**src/rtl/call_stack_if.sv**
```systemverilog
// call_stack_if -- push/pop bus between the datapath and the return-address
// stack.
//
// Parameters:
//   WIDTH  bit width of a stored return address (matches the PC width)
//   DEPTH  number of stack entries; the occupancy width CW is derived from it
//
// Signals:
//   s_push     push din this cycle (jal)
//   s_pop      pop the top entry this cycle (ret)
//   din        address to push (PC+1)
//   s_clr_err  clears the sticky error flags
//   dout       current top of stack, or zero when the stack is empty
//   empty      no valid entries
//   full       DEPTH valid entries
//   count      number of valid entries
//   ovf        sticky overflow flag
//   udf        sticky underflow flag
//
// Modports:
//   master  the datapath side; drives requests and observes state
//   slave   the stack itself
interface call_stack_if #(
  parameter int WIDTH = 10,
  parameter int DEPTH = 16
) ();
  localparam int CW = $clog2(DEPTH + 1);

  logic             s_push;
  logic             s_pop;
  logic [WIDTH-1:0] din;
  logic             s_clr_err;
  logic [WIDTH-1:0] dout;
  logic             empty;
  logic             full;
  logic [CW-1:0]    count;
  logic             ovf;
  logic             udf;

  modport master (
    output s_push, s_pop, din, s_clr_err,
    input  dout, empty, full, count, ovf, udf
  );

  modport slave (
    input  s_push, s_pop, din, s_clr_err,
    output dout, empty, full, count, ovf, udf
  );
endinterface

```
**src/rtl/call_stack.sv**
```systemverilog
// call_stack -- parametrised return-address stack for the single-cycle
// datapath. It takes push data from the PC incrementer and presents its top
// entry to the jump-address mux.
//
// Parameters:
//   WIDTH  bit width of each stored address
//   DEPTH  number of entries (power of two, >= 2)
//   WRAP   0: a push on a full stack is rejected
//          1: a push on a full stack overwrites the oldest entry
//
// Ports:
//   clk    rising-edge clock
//   reset  synchronous, active-high; clears pointer, count and error flags
//   bus    call_stack_if slave modport (push/pop/din/clear in,
//          dout/empty/full/count/ovf/udf out)
//
// The storage is a circular buffer addressed by a write pointer wp. The top
// of stack always lives at wp-1, so push, pop and replace-top are single-cycle
// updates of wp/count plus at most one array write. dout is read
// combinationally, which lets the datapath use it as the return address in
// the same cycle as the pop.
module call_stack #(
  parameter int WIDTH = 10,
  parameter int DEPTH = 16,
  parameter int WRAP  = 0
) (
  input  logic       clk,
  input  logic       reset,
  call_stack_if.slave bus
);

  localparam int CW = $clog2(DEPTH + 1);
  localparam int AW = $clog2(DEPTH);

  // Pointer arithmetic relies on the AW-bit pointer wrapping naturally, which
  // is why DEPTH must be a power of two.
  function automatic logic [AW-1:0] ptr_inc(input logic [AW-1:0] p);
    return p + AW'(1);
  endfunction

  function automatic logic [AW-1:0] ptr_dec(input logic [AW-1:0] p);
    return p - AW'(1);
  endfunction

  // Storage holds data only; it is never reset because dout masks it
  // whenever the stack is empty.
  logic [WIDTH-1:0] mem [DEPTH];

  // Control state.
  logic [AW-1:0] wp;
  logic [CW-1:0] cnt;
  logic          ovf_q;
  logic          udf_q;

  // Next-state decode.
  logic          is_empty;
  logic          is_full;
  logic [AW-1:0] top_idx;
  logic          wr_en;
  logic [AW-1:0] wr_addr;
  logic [AW-1:0] wp_nxt;
  logic [CW-1:0] cnt_nxt;
  logic          ovf_set;
  logic          udf_set;

  assign is_empty = (cnt == '0);
  assign is_full  = (cnt == CW'(DEPTH));
  assign top_idx  = ptr_dec(wp);

  always_comb begin
    wr_en   = 1'b0;
    wr_addr = wp;
    wp_nxt  = wp;
    cnt_nxt = cnt;
    ovf_set = 1'b0;
    udf_set = 1'b0;

    unique case ({bus.s_push, bus.s_pop})
      2'b10: begin
        if (!is_full) begin
          wr_en   = 1'b1;
          wp_nxt  = ptr_inc(wp);
          cnt_nxt = cnt + CW'(1);
        end else begin
          ovf_set = 1'b1;
          // When full, wp points at the oldest entry, so writing there and
          // advancing the pointer drops exactly that entry.
          if (WRAP != 0) begin
            wr_en  = 1'b1;
            wp_nxt = ptr_inc(wp);
          end
        end
      end
      2'b01: begin
        // A pop only moves the pointer; the stale entry stays in the array
        // but is no longer reachable.
        if (!is_empty) begin
          wp_nxt  = ptr_dec(wp);
          cnt_nxt = cnt - CW'(1);
        end else begin
          udf_set = 1'b1;
        end
      end
      2'b11: begin
        // Simultaneous jal/ret: replace the top in place. On an empty stack
        // there is nothing to replace, so it degenerates into a push.
        wr_en = 1'b1;
        if (!is_empty) begin
          wr_addr = top_idx;
        end else begin
          wp_nxt  = ptr_inc(wp);
          cnt_nxt = CW'(1);
        end
      end
      default: ;
    endcase
  end

  // Control registers; reset takes priority over any request in the cycle.
  // A new error event wins over a coincident clear.
  always_ff @(posedge clk) begin
    if (reset) begin
      wp    <= '0;
      cnt   <= '0;
      ovf_q <= 1'b0;
      udf_q <= 1'b0;
    end else begin
      wp    <= wp_nxt;
      cnt   <= cnt_nxt;
      ovf_q <= ovf_set | (ovf_q & ~bus.s_clr_err);
      udf_q <= udf_set | (udf_q & ~bus.s_clr_err);
    end
  end

  // A write that lands in the same cycle as reset is harmless: the entry is
  // unreachable once count returns to zero.
  always_ff @(posedge clk) begin
    if (wr_en) begin
      mem[wr_addr] <= bus.din;
    end
  end

  assign bus.dout  = is_empty ? '0 : mem[top_idx];
  assign bus.empty = is_empty;
  assign bus.full  = is_full;
  assign bus.count = cnt;
  assign bus.ovf   = ovf_q;
  assign bus.udf   = udf_q;

endmodule
```
**src/flat_wrapper.sv**
```systemverilog
// flat-port wrapper written by rule: the top's interface ports become plain ports
module call_stack_flat 
#(
  parameter int WIDTH = 10,
  parameter int DEPTH = 16,
  parameter int WRAP  = 0
)
  (clk, reset, bus_s_push, bus_s_pop, bus_din, bus_s_clr_err, bus_dout, bus_empty, bus_full, bus_count, bus_ovf, bus_udf);
  call_stack_if #(.WIDTH(WIDTH), .DEPTH(DEPTH)) bus_i ();
  input  logic clk;
  input  logic reset;
  input wire logic [$bits(bus_i.s_push)-1:0] bus_s_push;
  input wire logic [$bits(bus_i.s_pop)-1:0] bus_s_pop;
  input wire logic [$bits(bus_i.din)-1:0] bus_din;
  input wire logic [$bits(bus_i.s_clr_err)-1:0] bus_s_clr_err;
  output wire logic [$bits(bus_i.dout)-1:0] bus_dout;
  output wire logic [$bits(bus_i.empty)-1:0] bus_empty;
  output wire logic [$bits(bus_i.full)-1:0] bus_full;
  output wire logic [$bits(bus_i.count)-1:0] bus_count;
  output wire logic [$bits(bus_i.ovf)-1:0] bus_ovf;
  output wire logic [$bits(bus_i.udf)-1:0] bus_udf;
  assign bus_i.s_push = bus_s_push;
  assign bus_i.s_pop = bus_s_pop;
  assign bus_i.din = bus_din;
  assign bus_i.s_clr_err = bus_s_clr_err;
  assign bus_dout = bus_i.dout;
  assign bus_empty = bus_i.empty;
  assign bus_full = bus_i.full;
  assign bus_count = bus_i.count;
  assign bus_ovf = bus_i.ovf;
  assign bus_udf = bus_i.udf;
  call_stack #(.WIDTH(WIDTH), .DEPTH(DEPTH), .WRAP(WRAP)) u_core (.clk(clk), .reset(reset), .bus(bus_i));
endmodule
```
**config.mk**
```make
export PLATFORM = sky130hd
export DESIGN_NAME = call_stack_flat
export DESIGN_NICKNAME = d
export VERILOG_FILES = /design/src/rtl/call_stack_if.sv /design/src/rtl/call_stack.sv /design/src/flat_wrapper.sv
export SDC_FILE = /design/constraint.sdc
export NUM_CORES = 1
export LEC_CHECK = 0
export BUFFER_PORTS_ARGS = -buffer_cell sky130_fd_sc_hd__clkbuf_2
export CAP_MARGIN = 20
export CORE_MARGIN = 2
export CORE_UTILIZATION = 35
export DETAILED_ROUTE_END_ITERATION = 16
export PLACE_DENSITY = 0.59
export SKIP_LAST_GASP = 1
export SLEW_MARGIN = 10
export SYNTH_ARGS = -nofsm -noshare
export SYNTH_HDL_FRONTEND = slang
export SYNTH_SLANG_ARGS = --single-unit
```
**constraint.sdc**
```tcl
create_clock -name clk -period 6.2 [get_ports clk]
set_clock_uncertainty 0.2 [all_clocks]
set_input_delay 0.62 -clock clk [delete_from_list [all_inputs] [get_ports clk]]
set_output_delay 0.62 -clock clk [all_outputs]
set_load 0.01 [all_outputs]
```
==> summary.md <==
| Metric | Value |
|---|---|
| Commonest non-fill, non-tap cells in the layout | `edfxtp_1 (160), mux4_2 (41), clkbuf_2 (33), nor2_1 (27), mux2i_1 (23)` |
| R2r setup slk | `2020 ps` |
| CP Max Fanout | `47` |
| WP data required | `around 5400 ps` |
| Max cap viols | `0` |
| Rel. slew slack | `0.2442` |
| #FFs+latches synth | `~170` |
| Hold path endpoint | `u_core.bus.ovf` |
| Cts bufs inserted | `17` |
| Finished layout cell area | `approximately 8000 um^2` |
| Worst reg2reg startpoint | `u_core.wp[0]` |
| Vias in the first global route | `between 3000 and 4000` |
| Wire per inst | `~22 um` |
| Clock Pin Slew Worst Setup and Hold Paths | `about 60 ps` |
| Synthesized area | `7044 um^2` |
| GP Congestion | `around 0.82` |
| Critical Path Sink Type | `output port` |
| DP Area | `between 7000 and 8000 um^2` |
| IO Port Bufs | `33` |
| Die Wd | `145.9 um` |
| Area growth syn-to-layout | `13.50%` |
| Worst hold stages | `4` |
| Seq/Total Area, Yosys | `0.7133` |
| CTS Hold Buffers Added | `0` |
| HP Start | `bus_s_clr_err` |
| Initial antenna violation count | `0` |
| Yosys cell types | `46` |
| Fraction of layout cells with a size suffix above 1 | `0.2700` |
| IO Count | `34` |
| Critical Path AT | `around 3800 ps` |
| Status | `complete, no violations` |
| R2R Path End | `u_core.mem[5][8]` |
| Final count of negative-setup-slack endpoints | `0` |
| Clock Sinks | `171` |
| Post-route minimum period | `4653 ps` |
| Grt ovf | `0` |
| Number of setup buffers added after CTS | `0` |
| Main synth FF type | `edfxtp_1` |
| Layout Nets | `approximately 440` |
| Final core utilization | `0.4081` |
| Rows | `between 50 and 60` |
| Die area | `roughly 21000 um^2` |
| Synth warn | `0` |
| Std-Cell Core Area | `about 20000 um^2` |
| EDFF count, synth | `between 150 and 200` |
| Avg Inst Size Synth | `18.59 um^2` |
| Leakage | `~2.6 nW` |
| First-pass GRT wire length | `around 24000 um` |
| Vias | `between 3000 and 4000` |
| Post-CTS sizing | `0` |
| Worst-skew pair later-pin latency | `430 ps` |
| RSZ-0062 raised after global routing | `no` |
| Synth Net Count | `400` |
| DP HPWL | `roughly 10000 um` |
| Total track usage | `0.1530` |
| PD cells | `approximately 430 nW/um^2` |
| Worst Tran Pin Value | `1134 ps` |
| CTS max path bufs | `2` |
| DR pass1 iterations | `4` |
| TritonCTS clock tree | `yes` |
| H-tree level count | `4` |
| Initial detailed-routing violation count | `between 300 and 400` |
| Max VDD drop | `0.0001767 V` |
| Die height | `roughly 150 um` |
| Commonest non-fill, non-tap cell in the layout | `edfxtp_1` |
| Setup TNS | `0 ps` |
| Setup CP Type | `register to output port` |
| Starting Density | `0.3596` |
| Worst r2r path cells | `6` |
| Final ANT Viol Nets | `0` |
| Avg Vias per Cell | `between 5 and 6` |
| Routed Wire Length | `approximately 15000 um` |
| Fmax | `0.2149 GHz` |
| Root Driver | `clkbuf_16` |
| Final Hold Fails | `0` |
| Hold Path Class | `input port to register` |
| # DRC | `0` |
| Max-slew violations | `0` |
| Post-synth ARST share | `0` |
| Pin count of the biggest net entering global routing | `48` |
| Antenna cells | `0` |
| Setup crit start kind | `register` |
| Period utilisation layout | `0.7505` |
| Syn Inst Count | `379` |
-- worst max-delay path, stage by stage (launching register included) --
cell      delay [ps]
dfxtp_2          310
buf_4            680
inv_1            190
ha_2            1120
mux4_2           460
mux2i_1          310
o22ai_1          120
clkbuf_2         170
-- worst max path at each step --
stage	slack, ps	endpoint	depth (start not counted)	start
finish	1550	bus_dout[8]	7	u_core.wp[0]
CTS	1440	bus_dout[8]	7	u_core.wp[0]
detailed placement	1880	u_core.mem[5][1]	6	u_core.wp[0]
global route	1290	bus_dout[8]	7	u_core.wp[0]
floorplan	3080	bus_dout[0]	9	u_core.wp[0]
global placement	1870	u_core.mem[8][2]	6	u_core.wp[0]
-- sequential cells by signal, summed over array words and instances (netlist names) --
signal            cells
u_core.bus.udf        1
u_core.bus.ovf        1
u_core.mem          160
u_core.bus.count      5
u_core.wp             4
-- metal layers --
metal	GRT usage	vias to the layer above	wire, um	share of wire
met4	0.06814	0	373	0.024
met5	0	-	0	0
li1	-	1607	-	-
met1	0.1980	1879	6598	0.43
met3	0.04107	23	774	0.050
met2	0.2429	116	7674	0.50
-- layout make-up --
cell class | count | area (um^2)
Timing Repair Buffer | 36 | 187.7
Tap cell | 265 | 331.6
Inverter | 10 | 37.54
Fill cell | 1737 | 11590
Multi-Input combinational cell | 178 | 1889
Clock buffer | 17 | 425.4
Clock inverter | 14 | 97.59
Sequential cell | 171 | 5026
-- logic make-up after synthesis --
kind of cell | share of synthesized area
xor gates and xnor gates | 0.007460
DFF | 0.7133
buffers and inverters | 0.01989
adders and majority gates | 0.01172
and+or+nand+nor | 0.03730
AOI/OAI and AO/OA | 0.03961
muxes | 0.1707
-- report_power, final --
part	total [mW]	internal, mW	switching (mW)
registers	1.39	1.35	0.0350
clock network	0.943	0.508	0.434
logic	1.07	0.453	0.617
-- synth_stat cells, drive strengths merged (2+ instances only) --
cell type,n,share of area
a21o,2,0.0021
a21oi,9,0.0064
a31oi,3,0.0027
buf,10,0.0092
clkbuf,10,0.0053
dfxtp,11,0.031
edfxtp,160,0.68
ha,5,0.0089
inv,9,0.0048
mux2,2,0.0037
mux2i,24,0.036
mux4,41,0.13
nand2,10,0.0053
nand2b,3,0.0027
nand3,4,0.0028
nand4,2,0.0018
nor2,27,0.014
nor2b,3,0.0027
nor3,4,0.0028
nor4,2,0.0018
o211ai,2,0.0028
o21ai,6,0.0048
o22ai,11,0.011
xnor2,4,0.0050
xor2,2,0.0025
-- per-stage QoR --
step	total power, mW	hold WS [ps]	std cells	setup WS [ps]
finish	3.401	310.6	691	1547
global route	3.555	329.1	691	1291
CTS	3.439	292.5	690	1442
detailed placement	2.498	325.6	659	1884
global placement	2.495	311.3	659	1871
floorplan	2.162	315.0	379	3080
(Power assumes the default switching activity.)
